[config.mk]
export PLATFORM = sky130hd
export DESIGN_NAME = brick_game_ctrl
export DESIGN_NICKNAME = d
export VERILOG_FILES = /design/src/rtl/brick_game_pkg.sv /design/src/rtl/brick_game_ctrl_serve_timer.sv /design/src/rtl/brick_game_ctrl.sv
export SDC_FILE = /design/constraint.sdc
export NUM_CORES = 1
export LEC_CHECK = 0
export ABC_AREA = 1
export BUFFER_PORTS_ARGS = -buffer_cell sky130_fd_sc_hd__buf_2
export CAP_MARGIN = 20
export CORE_MARGIN = 1.5
export CORE_UTILIZATION = 50
export DETAILED_ROUTE_END_ITERATION = 16
export GPL_TIMING_DRIVEN = 0
export PLACE_DENSITY = 0.86
export SLEW_MARGIN = 20
export SYNTH_ARGS = -nofsm -noshare
export SYNTH_HDL_FRONTEND = slang
export SYNTH_SLANG_ARGS = --single-unit
[constraint.sdc]
create_clock -name clk -period 1.7 [get_ports clk]
set_input_delay 0.085 -clock clk [delete_from_list [all_inputs] [get_ports clk]]
set_output_delay 0.085 -clock clk [all_outputs]
set_load 0.05 [all_outputs]
[src/rtl/brick_game_pkg.sv]
// Shared types and constants for the brick breaker game sequencer.
package brick_game_pkg;

  typedef enum logic [2:0] {
    IDLE  = 3'd0,
    SERVE = 3'd1,
    PLAY  = 3'd2,
    MISS  = 3'd3,
    OVER  = 3'd4,
    WIN   = 3'd5
  } state_e;

  localparam int NUM_BRICKS_DEFAULT = 6;
  localparam int LIVES_DEFAULT      = 3;
  localparam int BRICK_IDX_W        = 3;

endpackage

[src/rtl/brick_game_ctrl_serve_timer.sv]
// Loadable frame-tick down-counter; done is high while the count is zero.
module serve_timer #(
  parameter int CNT_W = 6
) (
  input  logic             clk,
  input  logic             rst,
  input  logic             load,
  input  logic [CNT_W-1:0] load_val,
  input  logic             tick,
  output logic             done
);

  logic [CNT_W-1:0] cnt_q;
  logic [CNT_W-1:0] cnt_d;

  always_comb begin
    cnt_d = cnt_q;
    if (load) begin
      cnt_d = load_val;
    end else if (tick && (cnt_q != '0)) begin
      cnt_d = cnt_q - 1'b1;
    end
  end

  always_ff @(posedge clk or negedge rst) begin
    if (!rst) begin
      cnt_q <= '0;
    end else begin
      cnt_q <= cnt_d;
    end
  end

  assign done = (cnt_q == '0);

endmodule

[src/rtl/brick_game_ctrl.sv]
// Brick breaker game sequencer: state machine, brick/score/lives bookkeeping
// and the per-frame ball and paddle step pulses.
module brick_game_ctrl
  import brick_game_pkg::*;
#(
  parameter int NUM_BRICKS   = NUM_BRICKS_DEFAULT,
  parameter int LIVES        = LIVES_DEFAULT,
  parameter int SERVE_FRAMES = 60,
  parameter int SCORE_W      = 8
) (
  input  logic                   clk,
  input  logic                   rst,
  input  logic                   start,
  input  logic                   left,
  input  logic                   right,
  input  logic                   frame_tick,
  input  logic                   brick_hit,
  input  logic [BRICK_IDX_W-1:0] brick_idx,
  input  logic                   ball_missed,
  output logic [2:0]             state,
  output logic [NUM_BRICKS-1:0]  bricks_exist,
  output logic [1:0]             lives,
  output logic [SCORE_W-1:0]     score,
  output logic                   ball_reset,
  output logic                   ball_step,
  output logic                   paddle_left,
  output logic                   paddle_right,
  output logic                   game_over,
  output logic                   victory
);

  localparam int              CNT_W      = (SERVE_FRAMES > 1) ? $clog2(SERVE_FRAMES) : 1;
  localparam logic [CNT_W-1:0] SERVE_LOAD = CNT_W'(SERVE_FRAMES - 1);
  localparam logic [1:0]       LIVES_INIT = 2'(LIVES);

  function automatic logic [SCORE_W-1:0] sat_inc(input logic [SCORE_W-1:0] v);
    return (&v) ? v : v + 1'b1;
  endfunction

  state_e                 state_q, state_d;
  logic                   start_q;
  logic [NUM_BRICKS-1:0]  bricks_q, bricks_d;
  logic [1:0]             lives_q, lives_d;
  logic [SCORE_W-1:0]     score_q, score_d;
  logic                   ball_step_q, paddle_left_q, paddle_right_q;

  logic                   start_rise;
  logic                   in_play, in_move;
  logic [NUM_BRICKS-1:0]  hit_mask;
  logic                   idx_ok;
  logic                   hit_valid;
  logic                   timer_load;
  logic                   timer_done;

  assign start_rise = start & ~start_q;
  assign in_play    = (state_q == PLAY);
  assign in_move    = (state_q == SERVE) || (state_q == PLAY);
  // Out-of-range indices shift the bit off the top, leaving an empty mask.
  assign hit_mask   = NUM_BRICKS'(1) << brick_idx;
  assign idx_ok     = int'(brick_idx) < NUM_BRICKS;
  assign hit_valid  = brick_hit && in_play && idx_ok && (|(hit_mask & bricks_q));

  serve_timer #(
    .CNT_W(CNT_W)
  ) u_serve_timer (
    .clk     (clk),
    .rst     (rst),
    .load    (timer_load),
    .load_val(SERVE_LOAD),
    .tick    (frame_tick && (state_q == SERVE)),
    .done    (timer_done)
  );

  always_comb begin
    state_d    = state_q;
    bricks_d   = bricks_q;
    lives_d    = lives_q;
    score_d    = score_q;
    timer_load = 1'b0;

    if (hit_valid) begin
      bricks_d = bricks_q & ~hit_mask;
      score_d  = sat_inc(score_q);
    end

    case (state_q)
      IDLE: begin
        if (start_rise) begin
          state_d    = SERVE;
          timer_load = 1'b1;
        end
      end
      SERVE: begin
        if (frame_tick && timer_done) state_d = PLAY;
      end
      PLAY: begin
        // A miss that coincides with clearing the last brick stays in PLAY so
        // the empty-field check promotes it to WIN on the next clock.
        if (bricks_q == '0) begin
          state_d = WIN;
        end else if (ball_missed && (bricks_d != '0)) begin
          state_d = MISS;
        end
      end
      MISS: begin
        lives_d = lives_q - 2'd1;
        if (lives_q == 2'd1) begin
          state_d = OVER;
        end else begin
          state_d    = SERVE;
          timer_load = 1'b1;
        end
      end
      OVER, WIN: begin
        if (start_rise) begin
          state_d    = SERVE;
          timer_load = 1'b1;
          bricks_d   = '1;
          lives_d    = LIVES_INIT;
          score_d    = '0;
        end
      end
      default: state_d = IDLE;
    endcase
  end

  always_ff @(posedge clk or negedge rst) begin
    if (!rst) begin
      state_q        <= IDLE;
      start_q        <= 1'b0;
      bricks_q       <= '1;
      lives_q        <= LIVES_INIT;
      score_q        <= '0;
      ball_step_q    <= 1'b0;
      paddle_left_q  <= 1'b0;
      paddle_right_q <= 1'b0;
    end else begin
      state_q        <= state_d;
      start_q        <= start;
      bricks_q       <= bricks_d;
      lives_q        <= lives_d;
      score_q        <= score_d;
      ball_step_q    <= frame_tick && in_play;
      paddle_left_q  <= frame_tick && in_move && left && !right;
      paddle_right_q <= frame_tick && in_move && right && !left;
    end
  end

  assign state        = state_q;
  assign bricks_exist = bricks_q;
  assign lives        = lives_q;
  assign score        = score_q;
  assign ball_reset   = (state_q != PLAY);
  assign ball_step    = ball_step_q;
  assign paddle_left  = paddle_left_q;
  assign paddle_right = paddle_right_q;
  assign game_over    = (state_q == OVER);
  assign victory      = (state_q == WIN);

endmodule

==> impl_results.md, run 1 <==
- Status: complete, no violations
- Post-synth EDFFs: 0
- Min Clock Period, post-route: 1.672 ns
- Comb power frac: 0.554
- CP max FO: 5
- Worst clock skew: 0.01376 ns
- Psw: 0.001895 W
- TritonCTS buffer count: 5
- Final core utilization: 0.7083
- Yosys cell types: 28
- Crit-path slowest cell: dfstp_2
- Num rows: 20
- Startpoint types: flop
- Core Region: 3028 sq um
- Final Hold Fails: 0
- Top cells by area, synth: dfrtp_1, dfstp_2, nand2_1
- Tightest Pin Transition: 0.6318 ns
- Clk network pwr share: 0.107
- Synth Warn #: 0
- Synth Instances: 208
- Rel. slew slack: 0.5788
- RSZ-0062 raised after global routing: yes
- Initial Util: 0.5260
- Peak Freq: 0.5981 GHz
- Drt total wl: 3.572 mm
- Leak: 1.089 nW
- Total die area: 3533 sq um
- Max Cap Viol: 0
- Placed wire-length estimate: 2.371 mm
- Sequential Power Share: 0.339
- Post-synthesis sequential area ratio: 0.4619
- Top routing layer in use: met4
- Yosys top cell by area: dfrtp_1
- Root Buffer: clkbuf_4
- Routed vias/inst: 4.893
- Top cell type's share of synthesized area: 0.3299
- Placement Cell Area: 1864 sq um
- PwrDens: 1703 nW/um^2
- Clock buffer depth: 2
- Tot GR Track Use: 0.2025
- Data required, critical path: 1.93 ns
- Asr flop ratio synth: 1.000
- Syn Std Cell Area: 1593 sq um
- DRT met1 WL: 1.609 mm
- Critical path class: flop to flop
- Number of global-route vias before repair: 1293
- Antenna diodes: 0
- CP max stage delay: 0.57 ns
- H-Tree Depth: 2
- Vias: 1512
- Sink Count: 29
- Min-delay worst type: primary input to flop
- Gpl congestion: 0.8064
- DR WL met2: 1.712 mm
- Syn_area_per_cell: 7.658 sq um
- Detail Route Antenna Nets: 0
- Clock slew at reported path FFs: 0.09 ns
- Layout cells sized above 1: 0.4151
- Most frequent CP cell: nand2_1
- Later-pin clock latency in the skew report: 0.34 ns
- PortBufs: 34
- Post-route DRC: 0
- Cell count after placement: 286
- Most frequent cell after synthesis: nand2_1
- Sw frac: 0.5189
- R2r setup slk: 0.03 ns
- WP data arrival: 1.91 ns
- Die X: 59.44 um
- Number of synthesized register bits: 29
- Die height: 59.44 um
- Worst-path cell chain: nand3_2 -> nand2_2 -> nor2_2 -> nand2_2 -> nand2_4 -> o21ai_2 -> nand2_1 -> inv_1 -> nand2_1 -> nand2_1 -> nand2_2 -> nand3_1 -> nand2_1
- Area grow syn2layout: 34.64%
- Post-synth top flop: dfrtp_1
- Fin Setup TNS: 0 ns
- Pin count of the biggest net entering global routing: 30
- IO Count: 36
- Int Power: 0.001757 W
- Avg WL per Cell: 11.56 um
- CTS tree: built
- Drt pass-1 iters: 4
- Max-slew violations: 0
- Final cell area excluding filler cells: 2145 sq um
- Initial antenna violation count: 0
- Met3 WL: 182 um
- Period utilization: 0.9834
- 1st-iter DRT viols: 65
- Total global routing overflow: 0
- Layout Cells excl Fill: 309
- Most common library cells after synthesis: nand2_1, nor2_1, inv_1, dfrtp_1
- CP Capture Type: flop
- Syn Nets: 223
- First-pass GRT wire length: 5.230 mm
- Final setup violating endpoints: 0
- Nets: 279
- Peak VDD IR: 1.107 mV
-- cells by family (layout without fill, tap and decap cells) --
| logic type | after synthesis | in the layout | share of synthesized area |
|---|---|---|---|
| AND/OR/NAND/NOR | 107 | 107 | 0.3048 |
| buffers and inverters | 37 | 94 | 0.09269 |
| AO/OA/AOI/OAI | 30 | 30 | 0.1037 |
| flip-flops | 29 | 29 | 0.4619 |
| adder cells (fa/ha/maj) | 4 | 4 | 0.03142 |
| XOR/XNOR | 1 | 1 | 0.005500 |
-- repair_timing --
item | CTS | global route
buffers inserted | 4 | 7
hold buffers | 4 | 0
resized for setup | 2 | 32
pin swaps | 2 | 19
hold endpoints to repair | 24 | 0
endpoints found under the setup margin | 1 | 18
-- flip-flops by register name, summed over array words and instances (netlist names) --
| register | cells |
|---|---|
| start_q | 1 |
| paddle_right | 1 |
| score | 8 |
| paddle_left | 1 |
| bricks_exist | 6 |
| state | 3 |
| u_serve_timer.cnt_q | 6 |
| lives | 2 |
| ball_step | 1 |
-- cells in the final DEF, fill, tap and decap left out, drive strengths merged --
cell,Yosys,final
nor3,9,9
dlygate4sd3,0,4
dfrtp,21,21
o21ai,12,12
buf,2,47
o21a,1,1
ha,4,4
a211oi,1,1
a221oi,1,1
or2,1,1
nand3b,2,2
inv,35,35
nand3,16,16
nand4,3,3
nor2,35,35
nor4,1,1
clkbuf,0,8
xnor2,1,1
nand2,40,40
a21oi,15,15
dfstp,8,8
-- metal layers --
metal | vias up | global-route usage
met5 | - | 0
met4 | 0 | 0.08117
met3 | 7 | 0.07642
met2 | 48 | 0.3218
met1 | 676 | 0.2472
li1 | 781 | -
-- critical path, delay by kind of cell (launching register included) --
family          cells  cell delay [ns]
flops               1             0.57
buf+inv             1             0.05
simple gates       11             0.78
compound gates      1             0.17
-- worst paths after layout --
| check | start | end | cells past startpoint |
|---|---|---|---|
| max | bricks_exist[4]$_DFF_PN1_ | state[0]$_DFFE_PN0P_ | 13 |
| min | frame_tick | ball_step$_DFF_PN0_ | 3 |
| max reg2reg | bricks_exist[4]$_DFF_PN1_ | state[0]$_DFFE_PN0P_ | 13 |
| min reg2reg | bricks_exist[2]$_DFF_PN1_ | bricks_exist[2]$_DFF_PN1_ | 2 |
| max in group asynchronous | rst | score[1]$_DFF_PN0_ | 2 |
| min in group asynchronous | rst | paddle_left$_DFF_PN0_ | 2 |
-- area by class of cell --
cell class,instances,area [sq um]
Inverter,35,138.9
Sequential cell,29,744.5
Buffer,2,16.27
Multi-Input combinational cell,142,848.3
Fill cell,225,883.3
Tap cell,44,55.05
Timing Repair Buffer,49,292.8
Clock buffer,8,48.80
-- power by group through the flow --
stage	logic (W)	clock network (W)	registers (W)
floorplan	0.000696	0	0.00192
global placement	0.00170	0	0.00125
detailed placement	0.00175	0	0.00126
CTS	0.00182	0.000403	0.00124
global route	0.00218	0.000447	0.00128
finish	0.00202	0.000392	0.00124
-- stage by stage --
stage	setup WS (ns)	hold slack (ns)	power [W]
final	0.02814	0.07017	0.003651
after global routing	-0.08563	0.07206	0.003907
after CTS	0.003295	0.03089	0.003457
after detailed placement	-0.05190	0.1437	0.003012
after global placement	0.002502	0.1354	0.002953
after floorplan	-0.02917	-0.2106	0.002611
No activity file was read; power rests on OpenSTA's default activity.
==> inputs of run 2 (changes only) <==
==> constraint.sdc (replaced) <==
create_clock -name clk -period 1.7 [get_ports clk]
set_input_delay 0.17 -clock clk [delete_from_list [all_inputs] [get_ports clk]]
set_output_delay 0.17 -clock clk [all_outputs]
set_load 0.05 [all_outputs]
==> impl_results.md, run 2 (synthesis gave the netlist of run 1 again) <==
- Avg WL per Cell: 11.36 um (-1.7%)
- IO Count: 36 (unchanged)
- Placement Cell Area: 1864 sq um (unchanged)
- GR met1 Demand/Resource: 0.2472 (unchanged)
- CP Capture Type: flop
- Fillers: 224 (-0.44%)
- TritonCTS buffer count: 5 (unchanged)
- Worst clock skew: 0.01294 ns (-0.0008178 ns)
- Leak: 1.086 nW (-0.28%)
- Gpl congestion: 0.8064 (unchanged)
- Antenna diodes: 0 (unchanged)
- Max-slew violations: 0 (unchanged)
- Area grow syn2layout: 34.96%
- Pin count of the biggest net entering global routing: 30 (unchanged)
- Leading cell type in the layout, fill and taps excluded: buf_2
- Tot GR Track Use: 0.2025 (unchanged)
- Met3 usage: 0.07642 (unchanged)
- WP data arrival: 1.90 ns (about the same)
- H-Tree Depth: 2 (unchanged)
- Peak Freq: 0.5978 GHz (about the same)
- Startpoint types: flop
- Final cell area excluding filler cells: 2150 sq um (+0.23%)
- 1st-iter DRT viols: 62 (-4.6%)
- Status: complete, no violations
- Number of global-route vias before repair: 1293 (unchanged)
- Drt total wl: 3.499 mm (-2.0%)
- Cell count after placement: 286 (unchanged)
- Pre-CTS setup slack: -0.05190 ns (unchanged)
- First-pass GRT wire length: 5.230 mm (unchanged)
- Layout cells sized above 1: 0.4242 (+0.009148)
- Tightest Pin Transition: 0.6324 ns (+0.0006217 ns)
- Drt pass-1 iters: 4 (unchanged)
- Nets: 278 (-0.36%)
- Total die area: 3533 sq um (unchanged)
- CTS tree: built
- CP max stage delay: 0.57 ns (about the same)
- Placed wire-length estimate: 2.371 mm (unchanged)
- Worst-path cell chain: nand3_2 -> nand2_2 -> nor2_2 -> nand2_2 -> nand2_4 -> o21ai_2 -> nand2_1 -> inv_1 -> nand2_1 -> nand2_1 -> nand2_2 -> nand3_1 -> nand2_1
- Min Clock Period, post-route: 1.673 ns (+0.0009610 ns)
- Die height: 59.44 um (unchanged)
- Num rows: 20 (unchanged)
- Total global routing overflow: 0 (unchanged)
- Final Power: 0.003657 W (+0.15%)
- PwrDens: 1701 nW/um^2 (about the same)
- Critical path class: flop to flop
- Most frequent CP cell: nand2_1
- Detail Route Antenna Nets: 0 (unchanged)
- Sink Count: 29 (unchanged)
- Data required, critical path: 1.93 ns (about the same)
- Fin worst setup slack: 0.02718 ns (-0.0009610 ns)
- Most frequent cells in the layout: buf_2, nand2_1, nor2_1
- Die X: 59.44 um (unchanged)
- Rel. slew slack: 0.5784 (about the same)
- Final setup violating endpoints: 0 (unchanged)
- RSZ-0062 raised after global routing: yes
- Root Buffer: clkbuf_4
- Layout Cells excl Fill: 308 (-0.32%)
- Core Region: 3028 sq um (unchanged)
- Crit-path slowest cell: dfstp_2
- Post-route DRC: 0 (unchanged)
- Period utilization: 0.9840 (about the same)
- Later-pin clock latency in the skew report: 0.33 ns (about the same)
- PortBufs: 34 (unchanged)
- Initial antenna violation count: 0 (unchanged)
- Routed vias/inst: 4.899 (+0.13%)
- Peak VDD IR: 1.107 mV (about the same)
- Max reg flops: 8 (unchanged)
- Clock buffer depth: 2 (unchanged)
- Min-delay worst type: primary input to flop
- Multi-input gate area: 850.8 sq um (+0.29%)
- Vias: 1509 (-0.20%)
- Max Cap Viol: 0 (unchanged)
- CP max FO: 5 (unchanged)
- Busiest grt layer: met2
- GR Layer Usage met2: 0.3218 (unchanged)
- Clock slew at reported path FFs: 0.09 ns (about the same)
- Final Hold Fails: 0 (unchanged)
- Initial Util: 0.5260 (unchanged)
- Register area: 744.5 sq um (unchanged)
-- run 2: worst paths after layout --
path | from | endpoint | slack (ns) | cells past startpoint
max | bricks_exist[4]$_DFF_PN1_ | state[0]$_DFFE_PN0P_ | 0.03 | 13
min | right | paddle_left$_DFF_PN0_ | 0.07 | 4
max reg2reg | bricks_exist[4]$_DFF_PN1_ | state[0]$_DFFE_PN0P_ | 0.03 | 13
min reg2reg | bricks_exist[2]$_DFF_PN1_ | bricks_exist[2]$_DFF_PN1_ | 0.49 | 2
max in group asynchronous | rst | score[1]$_DFF_PN0_ | 0.85 | 2
min in group asynchronous | rst | paddle_left$_DFF_PN0_ | 0.39 | 2
-- run 2: final cells by class --
cell class	instances	share of cell area
Sequential cell	29	0.3463
Timing Repair Buffer	48	0.1374
Buffer	2	0.007567
Clock buffer	8	0.02270
Tap cell	44	0.02561
Inverter	35	0.06461
Multi-Input combinational cell	142	0.3958
-- run 2: worst max-delay path: cells and delay by family, from the launching register on --
| kind | cells | cell delay, ns |
|---|---|---|
| AND/OR/NAND/NOR | 11 | 0.78 |
| AO/OA/AOI/OAI | 1 | 0.17 |
| buffers and inverters | 1 | 0.05 |
| flip-flops | 1 | 0.57 |
-- run 2: where the power goes --
part           leakage (nW)  internal (W)  switching [W]
Sequential            0.333       0.00100       0.000234
Combinational         0.726      0.000593        0.00144
Clock                0.0265      0.000164       0.000226
-- run 2: routing by layer --
metal,share of wire,vias to the layer above
li1,-,778
met1,0.45,678
met2,0.48,46
met3,0.051,7
met4,0.020,0
met5,0,-
-- run 2: metrics by stage --
step	TNS [ns]	util	hold WS [ns]
after floorplan	-0.09320	-	-0.1256
after global placement	0	0.6157	0.2204
after detailed placement	-0.05190	0.6157	0.2287
after CTS	0	0.6541	0.05085
after global routing	-0.1646	0.7099	0.04833
final	0	0.7099	0.07269
-- run 2: repair_timing --
| item | in CTS | in global routing |
|---|---|---|
| endpoints found under the hold margin | 23 | 0 |
| resized for setup | 2 | 40 |
| buffers inserted | 4 | 7 |
| hold buffers | 3 | 0 |
| pin swaps | 2 | 19 |
| setup endpoints to repair | 1 | 20 |
